### src/rtl/dmem_arbiter.sv
// -----------------------------------------------------------------------------
// dmem_arbiter
//
// Two-requester arbiter in front of a single-port data memory. Port 0 is the
// CPU load/store path, port 1 the loader/debug path. Each access walks
// IDLE -> ACCESS -> RESP, so one access completes every three cycles. Only
// this block drives the memory strobes.
//
// Compile-time option:
//   DMEM_ARB_FIXED_PRIO_EN  defined   : port 0 always wins a tie (no pointer)
//                           undefined : round-robin on ties (default)
//
// Ports:
//   i_clk, i_rst                 clock, asynchronous active-high reset
//   i_mN_req/we/addr/wdata       requester N command, req held until gnt
//   o_mN_gnt                     one-cycle pulse in the ACCESS cycle
//   o_mN_rvalid                  one-cycle pulse in the RESP cycle (reads only)
//   o_mN_rdata                   registered read data, held until next read
//   o_mem_addr/wdata/we/re       memory command; strobes only in ACCESS
//   i_mem_rdata                  memory read data, combinational from addr
// -----------------------------------------------------------------------------
module dmem_arbiter #(
  parameter int ADDR_W = 16,
  parameter int DATA_W = 16
) (
  input  logic              i_clk,
  input  logic              i_rst,
  input  logic              i_m0_req,
  input  logic              i_m0_we,
  input  logic [ADDR_W-1:0] i_m0_addr,
  input  logic [DATA_W-1:0] i_m0_wdata,
  output logic              o_m0_gnt,
  output logic              o_m0_rvalid,
  output logic [DATA_W-1:0] o_m0_rdata,
  input  logic              i_m1_req,
  input  logic              i_m1_we,
  input  logic [ADDR_W-1:0] i_m1_addr,
  input  logic [DATA_W-1:0] i_m1_wdata,
  output logic              o_m1_gnt,
  output logic              o_m1_rvalid,
  output logic [DATA_W-1:0] o_m1_rdata,
  output logic [ADDR_W-1:0] o_mem_addr,
  output logic [DATA_W-1:0] o_mem_wdata,
  output logic              o_mem_we,
  output logic              o_mem_re,
  input  logic [DATA_W-1:0] i_mem_rdata
);

  localparam logic [1:0] S_IDLE   = 2'd0;
  localparam logic [1:0] S_ACCESS = 2'd1;
  localparam logic [1:0] S_RESP   = 2'd2;

  logic [1:0]        r_state;
  logic              r_cmd_port;
  logic              r_cmd_we;
  logic [ADDR_W-1:0] r_mem_addr;
  logic [DATA_W-1:0] r_mem_wdata;
  logic              r_mem_we;
  logic              r_mem_re;
  logic              r_m0_gnt;
  logic              r_m1_gnt;
  logic              r_m0_rvalid;
  logic              r_m1_rvalid;
  logic [DATA_W-1:0] r_m0_rdata;
  logic [DATA_W-1:0] r_m1_rdata;
`ifndef DMEM_ARB_FIXED_PRIO_EN
  // Last-served port; resets to 1 so port 0 wins the first tie.
  logic              r_last;
`endif

  logic              w_issue;
  logic              w_winner;
  logic              w_sel_we;
  logic [ADDR_W-1:0] w_sel_addr;
  logic [DATA_W-1:0] w_sel_wdata;
  logic              w_rd_done;

  // Winner selection and command mux for the IDLE sample.
  always_comb begin
    w_issue   = (r_state == S_IDLE) && (i_m0_req || i_m1_req);
    w_rd_done = (r_state == S_ACCESS) && !r_cmd_we;
    w_winner  = 1'b0;
`ifdef DMEM_ARB_FIXED_PRIO_EN
    if (i_m0_req) begin
      w_winner = 1'b0;
    end else begin
      w_winner = 1'b1;
    end
`else
    // On a tie the port that was not served last goes next.
    if (i_m0_req && i_m1_req) begin
      w_winner = ~r_last;
    end else if (i_m1_req) begin
      w_winner = 1'b1;
    end else begin
      w_winner = 1'b0;
    end
`endif
    if (w_winner) begin
      w_sel_we    = i_m1_we;
      w_sel_addr  = i_m1_addr;
      w_sel_wdata = i_m1_wdata;
    end else begin
      w_sel_we    = i_m0_we;
      w_sel_addr  = i_m0_addr;
      w_sel_wdata = i_m0_wdata;
    end
  end

  // Sequencer: IDLE -> ACCESS -> RESP -> IDLE.
  always_ff @(posedge i_clk or posedge i_rst) begin
    if (i_rst) begin
      r_state <= S_IDLE;
    end else begin
      case (r_state)
        S_IDLE:   r_state <= w_issue ? S_ACCESS : S_IDLE;
        S_ACCESS: r_state <= S_RESP;
        S_RESP:   r_state <= S_IDLE;
        default:  r_state <= S_IDLE;
      endcase
    end
  end

  // Command register; address/wdata double as the held memory command.
  always_ff @(posedge i_clk or posedge i_rst) begin
    if (i_rst) begin
      r_cmd_port  <= 1'b0;
      r_cmd_we    <= 1'b0;
      r_mem_addr  <= {ADDR_W{1'b0}};
      r_mem_wdata <= {DATA_W{1'b0}};
    end else if (w_issue) begin
      r_cmd_port  <= w_winner;
      r_cmd_we    <= w_sel_we;
      r_mem_addr  <= w_sel_addr;
      r_mem_wdata <= w_sel_wdata;
    end
  end

  // Strobes and grant are registered at issue so they cover exactly ACCESS.
  always_ff @(posedge i_clk or posedge i_rst) begin
    if (i_rst) begin
      r_mem_we <= 1'b0;
      r_mem_re <= 1'b0;
      r_m0_gnt <= 1'b0;
      r_m1_gnt <= 1'b0;
    end else begin
      r_mem_we <= w_issue & w_sel_we;
      r_mem_re <= w_issue & ~w_sel_we;
      r_m0_gnt <= w_issue & ~w_winner;
      r_m1_gnt <= w_issue & w_winner;
    end
  end

  // Read data captured at the end of ACCESS, valid pulse covers RESP.
  always_ff @(posedge i_clk or posedge i_rst) begin
    if (i_rst) begin
      r_m0_rvalid <= 1'b0;
      r_m1_rvalid <= 1'b0;
      r_m0_rdata  <= {DATA_W{1'b0}};
      r_m1_rdata  <= {DATA_W{1'b0}};
    end else begin
      r_m0_rvalid <= w_rd_done & ~r_cmd_port;
      r_m1_rvalid <= w_rd_done & r_cmd_port;
      if (w_rd_done && !r_cmd_port) begin
        r_m0_rdata <= i_mem_rdata;
      end
      if (w_rd_done && r_cmd_port) begin
        r_m1_rdata <= i_mem_rdata;
      end
    end
  end

`ifndef DMEM_ARB_FIXED_PRIO_EN
  // Pointer moves only when an access reaches RESP, so an access killed by
  // reset never counts as served.
  always_ff @(posedge i_clk or posedge i_rst) begin
    if (i_rst) begin
      r_last <= 1'b1;
    end else if (r_state == S_RESP) begin
      r_last <= r_cmd_port;
    end
  end
`endif

  assign o_m0_gnt    = r_m0_gnt;
  assign o_m1_gnt    = r_m1_gnt;
  assign o_m0_rvalid = r_m0_rvalid;
  assign o_m1_rvalid = r_m1_rvalid;
  assign o_m0_rdata  = r_m0_rdata;
  assign o_m1_rdata  = r_m1_rdata;
  assign o_mem_addr  = r_mem_addr;
  assign o_mem_wdata = r_mem_wdata;
  assign o_mem_we    = r_mem_we;
  assign o_mem_re    = r_mem_re;

endmodule

### config.mk
export PLATFORM = sky130hd
export DESIGN_NAME = dmem_arbiter
export DESIGN_NICKNAME = d
export VERILOG_FILES = /design/src/rtl/dmem_arbiter.sv
export SDC_FILE = /design/constraint.sdc
export NUM_CORES = 1
export LEC_CHECK = 0
export ABC_AREA = 1
export CORE_UTILIZATION = 38
export CTS_CLUSTER_SIZE = 16
export DETAILED_ROUTE_END_ITERATION = 6
export GPL_TIMING_DRIVEN = 0
export PLACE_DENSITY = 0.73
export REMOVE_ABC_BUFFERS = 1
export SLEW_MARGIN = 20
export SYNTH_ARGS = -nofsm -noshare
export SYNTH_HDL_FRONTEND = slang
export SYNTH_SLANG_ARGS = --single-unit
### constraint.sdc
create_clock -name i_clk -period 2.7 [get_ports i_clk]
set_clock_uncertainty 0.15 [all_clocks]
set_input_delay 0.81 -clock i_clk [delete_from_list [all_inputs] [get_ports i_clk]]
set_output_delay 0.81 -clock i_clk [all_outputs]
set_load 0.05 [all_outputs]
==> results of run 1 <==
-- per-stage QoR --
stage / TNS [ns] / total power [mW] / cell area (sq um) / hold slack (ns) / std cells
6_report: 0 / 7.154 / 5205 / 0.3259 / 673
5_1_grt: 0 / 7.561 / 5205 / 0.3463 / 673
4_1_cts: 0 / 7.213 / 5205 / 0.3276 / 673
3_5_place_dp: -4.176 / 6.155 / 4965 / 0.3081 / 657
3_3_place_gp: -131.19 / 6.085 / 4947 / 0.3023 / 656
2_1_floorplan: -12.46 / 4.640 / 3261 / 0.3076 / 393
-- flip-flops by register name, indices dropped and copies added, names as in the netlist, 2 cells and up --
signal and cells:
o_mem_addr 16, r_state 2, o_m0_rdata 16, o_m1_rdata 16, o_mem_wdata 16
-- cells in the mapped netlist (all sizes together) --
cell	n	area share
buf	22	0.040
o21ai	1	0.0015
nand2	232	0.26
nand4	32	0.059
dfstp	1	0.0077
nand3b	1	0.0022
dfrtp	74	0.54
inv	9	0.011
clkbuf	5	0.0055
a21oi	2	0.0029
nor2	4	0.014
nand3	35	0.054
clkinv	1	0.0011
o21bai	1	0.0022
-- report_power, final --
part	internal (mW)	leakage (nW)	switching, mW	total, mW
logic	1.25	1.53	2.87	4.12
clock network	0.618	0.121	0.427	1.04
registers	1.66	0.929	0.330	1.99
total	3.53	2.58	3.63	7.15
-- path summary, 6_finish.rpt --
kind	start	to	slack (ns)	depth (start not counted)
worst max-delay path	o_mem_addr[2]	o_mem_addr[2]	0.18	1
worst min-delay path	o_mem_wdata[10]	o_mem_wdata[10]	0.33	2
worst max register to register	r_cmd_we	o_m0_rdata[5]	0.54	4
worst min register to register	o_mem_wdata[10]	o_mem_wdata[10]	0.33	2
max in group asynchronous	i_rst	r_last	1.14	3
min in group asynchronous	i_rst	o_mem_re	0.64	2
-- routing by layer --
metal / vias to the layer above / share of wire / track usage / routed length (microns)
met5: - / 0 / 0 / 0
met4: 0 / 0.010 / 0.05855 / 91
met3: 9 / 0.10 / 0.08020 / 943
met2: 155 / 0.45 / 0.3267 / 4123
met1: 1541 / 0.43 / 0.2528 / 3918
li1: 1622 / - / - / -
-- cell type report --
cell class                 instances  area, sq um
fill                             763         3516
sequential                        75         1878
timing repair buffer             156         1567
multi-input combinational        308         1343
tap                              108        135.1
clock buffer                      10        127.6
clock inverter                     6        112.6
inverter                          10        42.54
-- layout by cell type (no fill, tap or decap) --
master	Yosys	final
clkinv_1	1	1
nand2_1	230	230
nand3b_1	1	1
nand2_4	1	1
buf_12	0	1
o21bai_1	1	1
bufinv_16	0	3
inv_4	1	2
o21ai_0	1	1
clkbuf_1	5	1
dfrtp_1	74	74
inv_1	5	4
nor2_1	1	1
nor2_4	2	2
clkinv_4	0	1
nand4_1	32	32
nand3_1	33	33
inv_6	0	1
clkdlybuf4s50_1	0	154
nand2_2	1	1
dfstp_2	1	1
buf_2	13	1
nand3_2	2	2
clkinv_2	0	1
clkbuf_8	0	9
a21oi_1	2	2
inv_2	3	3
nor2_8	1	1
-- cells by family (layout without fill, tap and decap cells) --
| logic type | count (synthesis) | count (layout) | synth area share |
|---|---|---|---|
| compound gates | 4 | 4 | 0.006593 |
| buf+inv | 37 | 182 | 0.05714 |
| flops | 75 | 75 | 0.5498 |
| simple gates | 304 | 304 | 0.3864 |
==> run summary, run 1 <==
The via count is 3,327. The largest single stage delay on the critical path is 0.84 ns. Dividing the detail-routed wire length by the instance count gives 13.49 microns. The total overflow left after global routing is 0. For the fmax, the log shows 397.2 MHz. The maximum vdd drop is 512.5 uV. For this design, the sink count on the clock tree is 75.

From synthesis to final layout, the design area changed by 52.38%. The placement row count is 34. The number of buffer and inverter stages on the critical path came out at 1.

In the routed layout, each cell is associated on average with a via count of 4.944. The worst-margin pin slew works out to 0.9002 ns. The worst setup path is launched from a flop. For the number of antenna violations at the first check in global routing, the log shows 0. The proportion of synthesized chip area in sequential cells came out at 0.5498. The total count of hold-check failures in the final report is 0. The setup path with the least slack is of type reg2out. The fraction of the cycle the final worst path needs is 0.9325. For this design the top-level I/O count stands at 156.

The clock slew at the register clock pins of the worst setup and hold paths is 0.08 ns, and the number of I/O port buffers is 155. After clock tree synthesis, the flow added hold-fix buffers numbering 0. The maximum number of pins on one net before global-route repair is 46, and the iteration-0 DRC count of the detailed router is 126. Setup violations remaining at the end of the flow were counted as 0. After detailed routing, the number of remaining DRC violations is 0. Yosys printed 0 warnings. The area of the placeable core was 0.008721 sq mm. The tree is rooted in a clkbuf_8. The number of diodes was 0. The logs give 0.34 ns for the clock latency of the later-clocked register in the worst-skew pair and 3 for the count of H-tree levels built during CTS. The max-slew violation count came out at 0.

The critical path goes through clkdlybuf4s50_1. At the placement stage, the worst setup path has a slack of -0.1627 ns. At the end of routability-driven placement, the weighted congestion stood at 0.7348. Synthesis produced a netlist whose cell count is 420. For the unique cell type count in the Yosys netlist, the log shows 23.

STA puts the critical path data arrival time at 1.56 ns. Summed over all cells, the static leakage comes to 2.578 nW. The share of layout cells above drive strength 1 is 0.05310.

The tools report the wire length after detailed routing as 9077 microns. Net count reported at finish: 646. The logs give 4 for the first-pass iteration count of the detailed router and 2 for the maximum number of buffers from clock root to sink. The first global-routing pass estimated 15,340 microns of wire. The buffer count from post-CTS setup fixing was 0; the final critical-path required period was 2.518 ns. The post-synthesis register bit count is 75, and the width of the chip is 96.81 microns. The count of nets left with antenna violations once routing finished came out at 0. The average instance in the mapped netlist occupies 8.133 sq um. The die is 96.81 microns tall. The initial core utilization came out at 0.3917. Estimated wirelength of the detail-placed design: 6267 microns. Slowest cell on the critical path: clkdlybuf4s50_1. The number of global-route vias before repair was 3,285.

The tools report the element type at the critical path end as an output port. The worst slew margin relative to its limit is 0.3961, and the overall fraction of global-route tracks in use is 0.2032. Clock tree synthesis inserted a total of 9 buffers.

Setup repair after global routing left no endpoint under its margin. The count of maximum capacitance violations came out at 0. The die covers 0.009372 sq mm. TritonCTS built the clock tree. For this design the ratio of total power to cell area is 1375 mW/mm^2. Once the clock tree was built, the resizer swapped 0 gates to a different size.

After synthesis the cells add up to 0.003416 sq mm. For the post-route core utilization, the log shows 0.5968. The worst-path maximum fanout is 2. The run finished with clean final reports.

The classification of the worst-slack hold path is reg2reg. The required time of the critical path is 1.74 ns, and the least setup slack across all paths after layout is 0.1823 ns. The kind of cell with the highest combined delay along the critical path is buffers and inverters.
Power figures use the tool's default switching activity.
==> run 2: changes to the inputs <==
--- a/config.mk
+++ b/config.mk
@@ -6,6 +6,7 @@
 export NUM_CORES = 1
 export LEC_CHECK = 0
 export ABC_AREA = 1
+export CORE_MARGIN = 2
 export CORE_UTILIZATION = 38
 export CTS_CLUSTER_SIZE = 16
 export DETAILED_ROUTE_END_ITERATION = 6
==> run 2 against run 1 <==
Against the previous run:
- flip-flop and latch count is the same
- non-clock buffer count is the same
- core utilization grew 0.11 points
- die area grew 4.2%
- power grew 0.13%
- cell area grew 0.19%
- sequential power is essentially flat
==> run summary, run 2 (synthesis results as in run 1) <==
The critical path's largest stage delay is 0.83 ns (about the same). Clock latency of the later-clocked register in the worst-skew pair: 0.33 ns (about the same). The estimated wirelength of the detail-placed design was 6367 microns (+1.6%). The flow ran to the end, and the final reports show no timing, DRC or antenna violations.

STA classifies the critical path endpoint as an output port. Relative to the synthesized area, the layout overhead comes to 52.67%. The iteration-0 DRC count of the detailed router came out at 96 (-24%). The height of the die is 98.81 microns (+2.1%), and the number of global-route vias before repair is 3,193 (-2.8%). Fraction of the cycle the final worst path needs: 0.9235 (-0.008973).

The total stage count of the critical path came out at 1 (unchanged). The count of maximum capacitance violations is 0 (unchanged). The overall fraction of global-route tracks in use was 0.1939 (-0.009235). The depth of the most critical reg-to-reg path is 4 (unchanged).

The final critical-path required period is 2.493 ns (-0.02423 ns), and the via count is 3,273 (-1.6%). The post-placement setup slack came out at -0.1507 ns (+0.01196 ns). The logs give 401.0 MHz (+0.97%) for the fmax and 0.004965 sq mm (unchanged) for the area after detailed placement.

Kind of critical path: reg2out. Placement row count: 34 (unchanged). The tightest min-delay check is of the reg2reg type. The least setup slack across all paths after layout is 0.2065 ns (+0.02423 ns), and the total count of hold-check failures in the final report is 0 (unchanged). For the layout filler cell count, the log shows 774 (+1.4%).

Setup repair after global routing left no endpoint under its margin. The weighted congestion at the end of routability-driven global placement is 0.7784 (+5.9%), and the clock slew at the register clock pins of the worst setup and hold paths is 0.08 ns (about the same). The total congestion overflow after global routing was 0 (unchanged); the worst-path maximum fanout was 2 (unchanged). The library cell used most frequently in the layout, excluding fill and tap cells, is nand2_1. The worst slew margin relative to its limit is 0.4041 (+0.007947), and the number of diodes is 0 (unchanged). The logs give 2.583 nW (+0.22%) for the standby leakage power and 15,300 microns (-0.22%) for the wire length of the first global-routing pass. For the DRC violation count after routing, the log shows 0 (unchanged). The tools report the maximum vdd drop as 482.1 uV (-5.9%). The post-cts repair resize count is 0 (unchanged). The area of the placeable core came out at 0.008721 sq mm (unchanged).

The buffer count from post-CTS setup fixing came out at 0 (unchanged). For this design, the slowest cell found on the critical path is clkdlybuf4s50_1. The power density of the placed cells works out to 1374 mW/mm^2 (about the same). The max-slew violation count is 0 (unchanged). The arrival time at the worst endpoint is 1.53 ns (-0.03 ns), and the initial core utilization is 0.3917 (unchanged). The tools report the sink count of the clock tree as 75 (unchanged). Walking the worst path, the cells encountered are clkdlybuf4s50_1.

The area of combinational cells with multiple inputs is 0.001343 sq mm (unchanged), and the number of ports placed on the die boundary is 156 (unchanged). For the count of nets left with antenna violations after detail routing, the log shows 0 (unchanged). The worst-margin pin slew is 0.8884 ns (-0.01185 ns). The required time of the critical path came out at 1.74 ns (about the same). The critical path's top delay family is buffers and inverters. The share of layout cells above drive strength 1 works out to 0.05487 (+0.001770).

The tools report the first-pass iteration count of the detailed router as 6 (+2). Worst hold-check slack: 0.3247 ns (-0.001206 ns). Clock tree synthesis selected as its root buffer the cell clkbuf_8.

The logs give 0 (unchanged) for the number of antenna violations at the first check in global routing and 9 (unchanged) for the number of clock buffers inserted by TritonCTS. The number of buffer and inverter stages on the critical path is 1 (unchanged). Number of vias per cell after detailed routing: 4.863 (-1.6%). The cell depth of the worst min-delay path works out to 2 (unchanged). The run gives 43 (-6.5%) as the maximum number of pins on one net before global-route repair. The tools report the flip-flop and latch area as 0.001878 sq mm (unchanged). TritonCTS built the clock tree.

Leaving out fill and tap cells, the most frequent cells in the layout are nand2_1 (230), clkdlybuf4s50_1 (154), dfrtp_1 (74). The width of the chip was 98.81 microns (+2.1%); the net count reported at finish was 646 (unchanged). The final-report setup violation count is 0 (unchanged), and the post-route cell area is 0.005215 sq mm (+0.19%). The wire length after detailed routing is 9205 microns (+1.4%), and the post-route core utilization is 0.5980 (+0.001147).

STA classifies the critical path startpoint as a flop. The logs give 3 (unchanged) for the count of H-tree levels built during CTS and 0.009763 sq mm (+4.2%) for the die area. The tools report the number of hold buffers added after cts as 0 (unchanged).

The number of I/O port buffers was 155 (unchanged). The final total negative setup slack came out at 0 ns (unchanged). The routed length per instance came out at 13.68 microns (+1.4%).

For the maximum number of buffers from clock root to sink, the log shows 2 (unchanged).
## run 2: worst reg2reg max path, stage by stage (launching register included)
cell and delay, ns:
dfrtp_1 0.36, clkinv_1 0.70, nand3_2 0.67, nand2_1 0.11
nand2_1 0.08
## run 2: final timing paths
check / startpoint / endpoint / slack, ns
max: o_mem_addr[1] / o_mem_addr[1] / 0.21
max reg2reg: r_cmd_we / o_m0_rdata[0] / 0.57
min reg2reg: o_m1_rdata[7] / o_m1_rdata[7] / 0.32
min: o_m1_rdata[7] / o_m1_rdata[7] / 0.32
min in group asynchronous: i_rst / o_m0_rvalid / 0.68
max in group asynchronous: i_rst / r_last / 1.10
## run 2: power by group
group / switching, mW / internal [mW] / total (mW)
Clock: 0.405 / 0.641 / 1.05
Combinational: 2.88 / 1.25 / 4.13
Sequential: 0.332 / 1.66 / 1.99
## run 2: cell type report
type / instances / area share
timing repair buffer: 156 / 0.3004
sequential: 75 / 0.3601
tap: 108 / 0.02591
inverter: 10 / 0.008157
multi-input combinational: 308 / 0.2574
clock inverter: 6 / 0.02159
clock buffer: 10 / 0.02639
## run 2: layer usage
metal | vias to the layer above | track usage | share of wire
met5 | - | 0 | 0
met1 | 1498 | 0.2582 | 0.44
met4 | 0 | 0.05374 | 0.0075
met2 | 147 | 0.3015 | 0.44
met3 | 9 | 0.06950 | 0.11
li1 | 1619 | - | -
## run 2: metrics by stage
step	std cells	total power [mW]
2_1_floorplan	393	4.640
3_3_place_gp	656	6.091
3_5_place_dp	657	6.156
4_1_cts	673	7.232
5_1_grt	673	7.590
6_report	673	7.164
==> run 3: changes to the inputs <==
--- a/config.mk
+++ b/config.mk
@@ -6,11 +6,13 @@
 export NUM_CORES = 1
 export LEC_CHECK = 0
 export ABC_AREA = 1
+export ABC_CLOCK_PERIOD_IN_PS = 2700
+export CORE_ASPECT_RATIO = 1.5
 export CORE_MARGIN = 2
 export CORE_UTILIZATION = 38
 export CTS_CLUSTER_SIZE = 16
 export DETAILED_ROUTE_END_ITERATION = 6
-export GPL_TIMING_DRIVEN = 0
+export GPL_TIMING_DRIVEN = 1
 export PLACE_DENSITY = 0.73
 export REMOVE_ABC_BUFFERS = 1
 export SLEW_MARGIN = 20
==> run 3 against run 2 <==
Against the previous run:
- first-iteration DRC count is 49% higher
- register-to-register slack better by 0.33 ns
- critical endpoint is now o_mem_wdata[10]
- die area is 0.16% higher
- critical path depth stayed put
- sequential share of layout area shrank 0.73 points
- critical path type unchanged
- fmax up 0.30%
- via count increased by 2.0%
- combinational power rose by 2%
- setup slack improved by 0.0075 ns
- flip-flop and latch count unchanged
==> run summary, run 3 (synthesis results as in run 1) <==
The clock slew at the register clock pins of the worst setup and hold paths is 0.06 ns (-0.02 ns), and the number of diodes is 0 (unchanged). The share of layout cells above drive strength 1 works out to 0.06446 (+0.009593). Area after detailed placement: 0.005050 sq mm (+1.7%). The tools report the DRC violation count after routing as 0 (unchanged). Post-route cell area: 0.005323 sq mm (+2.1%). The placement row count came out at 42 (+24%). The fraction of the cycle the final worst path needs is 0.9207 (-0.002764). The number of hold buffers added after cts came out at 0 (unchanged).

The power density of the placed cells is 1367 mW/mm^2 (-0.47%). Number of buffer and inverter stages on the critical path: 1 (unchanged). The cell at the root of the clock tree is clkbuf_16. The buffer count from post-CTS setup fixing is 0 (unchanged), and the standby leakage power is 2.637 nW (+2.1%). For the post-cts repair resize count, the log shows 0 (unchanged). The highest metal layer carrying signal wires in the routed design is met4. The logs give 0.33 ns (about the same) for the clock latency of the later-clocked register in the worst-skew pair and 0 (unchanged) for the count of nets left with antenna violations after detail routing.

The post-route met1 wirelength was 3896 microns (-3.2%). For the net count reported at finish, the log shows 655 (+1.4%). The flow ran to the end, and the final reports show no timing, DRC or antenna violations. The tools report the wire length of the first global-routing pass as 15,040 microns (-1.8%).

The number of clock buffers inserted by TritonCTS was 9 (unchanged). The final critical-path required period works out to 2.486 ns (-0.007464 ns). The worst-path maximum fanout works out to 2 (unchanged). The number of ports placed on the die boundary was 156 (unchanged). The tools report the first-pass iteration count of the detailed router as 4 (-2).

The run gives 0.008776 sq mm (+0.63%) as the area of the placeable core. The least setup slack across all paths after layout came out at 0.2140 ns (+0.007464 ns). For the weighted congestion at the end of routability-driven global placement, the log shows 0.7821 (+0.48%). The tools report the number of antenna violations at the first check in global routing as 0 (unchanged). The run gives 0.2400 ns (+0.3907 ns) as the post-placement setup slack. The count of maximum capacitance violations was 0 (unchanged).

For the die area, the log shows 0.009779 sq mm (+0.16%). The detailed route wirelength on metal3 came out at 646 microns (-38%). Slowest cell on the critical path: clkdlybuf4s50_1. The element type at the critical path end is an output port.

The maximum number of buffers from clock root to sink is 2 (unchanged), and the worst hold-check slack is 0.3213 ns (-0.003440 ns). The area growth from synthesis to layout is 55.82%. The routed length per instance was 14.14 microns (+3.4%); the number of global-route vias before repair was 3,101 (-2.9%). The worst-margin pin slew works out to 0.5474 ns (-0.3409 ns). Kind of critical path: reg2out. The fmax came out at 402.3 MHz (+0.30%).

The critical path's largest stage delay works out to 0.84 ns (about the same). The run gives 0.6065 (+0.008510) as the post-route core utilization. In the layout the commonest cells are nand2_1 (230), clkdlybuf4s50_1 (155), dfrtp_1 (74).

TritonCTS built the clock tree. The arrival time at the worst endpoint was 1.53 ns (about the same). The maximum number of pins on one net before global-route repair is 76 (+77%), and the sink count of the clock tree is 75 (unchanged).

The via count is 3,338 (+2.0%), and the final-report setup violation count is 0 (unchanged). The number of vias per cell after detailed routing is 4.880 (+0.35%), and the wire length after detailed routing is 9669 microns (+5.0%). Element type at the critical path start: a flop. Max-slew violation count: 0 (unchanged). The run gives 1.74 ns (about the same) as the required time of the critical path. The commonest non-fill, non-tap cell in the layout is nand2_1. The estimated wirelength of the detail-placed design was 6861 microns (+7.7%). Broken down by cell family, the worst path's largest delay share belongs to buffers and inverters. The tools report the total count of hold-check failures in the final report as 0 (unchanged). The maximum vdd drop is 863.7 uV (+79%), and the total congestion overflow after global routing is 0 (unchanged). The height of the die works out to 120.1 microns (+22%). The run gives 3 (unchanged) as the count of H-tree levels built during CTS. Number of standard cells in the final layout excluding fillers: 684 (+1.6%). Walking the worst path, the cells encountered are clkdlybuf4s50_1. The worst slew margin relative to its limit was 0.6339 (+0.2298); the initial core utilization was 0.3892 (-0.002457). For the detailed-routed wire length on met2, the log shows 4778 microns (+17%). The number of I/O port buffers is 155 (unchanged), and the iteration-0 DRC count of the detailed router is 143 (+49%). Setup repair after global routing left no endpoint under its margin.

The total instance count after detailed placement was 668 (+1.7%). Width of the chip: 81.41 microns (-18%). Overall fraction of global-route tracks in use: 0.2009 (+0.007012). In this run the worst hold path is classified as reg2reg.
==> run 3: final cells by class <==
type,instances,area [sq um]
clock inverter,4,26.28
timing repair buffer,165,1652
clock buffer,12,246.5
inverter,10,40.04
multi-input combinational,308,1343
fill,770,3453
sequential,75,1878
tap,110,137.6
==> run 3: report_power, final <==
group          total, mW  leakage (nW)  switching (mW)  internal, mW
combinational       4.22          1.58            2.91          1.31
clock               1.10         0.133           0.451         0.645
sequential          1.96         0.929           0.295          1.67
==> run 3: per-stage QoR <==
stage | setup TNS, ns | power, mW
after floorplan | -12.46 | 4.640
after global placement | 0 | 6.135
after detailed placement | 0 | 6.210
after CTS | 0 | 7.330
after global routing | 0 | 7.679
final | 0 | 7.277
==> run 3: worst paths after layout <==
path	depth (start not counted)	start	slack, ns	end
max in group asynchronous	3	i_rst	1.32	r_last
min in group asynchronous	3	i_rst	0.70	o_m0_rvalid
hold / removal	2	o_m0_rdata[10]	0.32	o_m0_rdata[10]
setup reg to reg	5	r_state[1]	0.90	o_m0_rdata[1]
hold reg to reg	2	o_m0_rdata[10]	0.32	o_m0_rdata[10]
setup / recovery	1	o_mem_wdata[10]	0.21	o_mem_wdata[10]
==> run 3: metal layers <==
layer / track usage / up-vias
met4: 0.1155 / 0
met3: 0.03158 / 23
met2: 0.3284 / 142
met5: 0 / -
li1: - / 1641
met1: 0.2459 / 1532
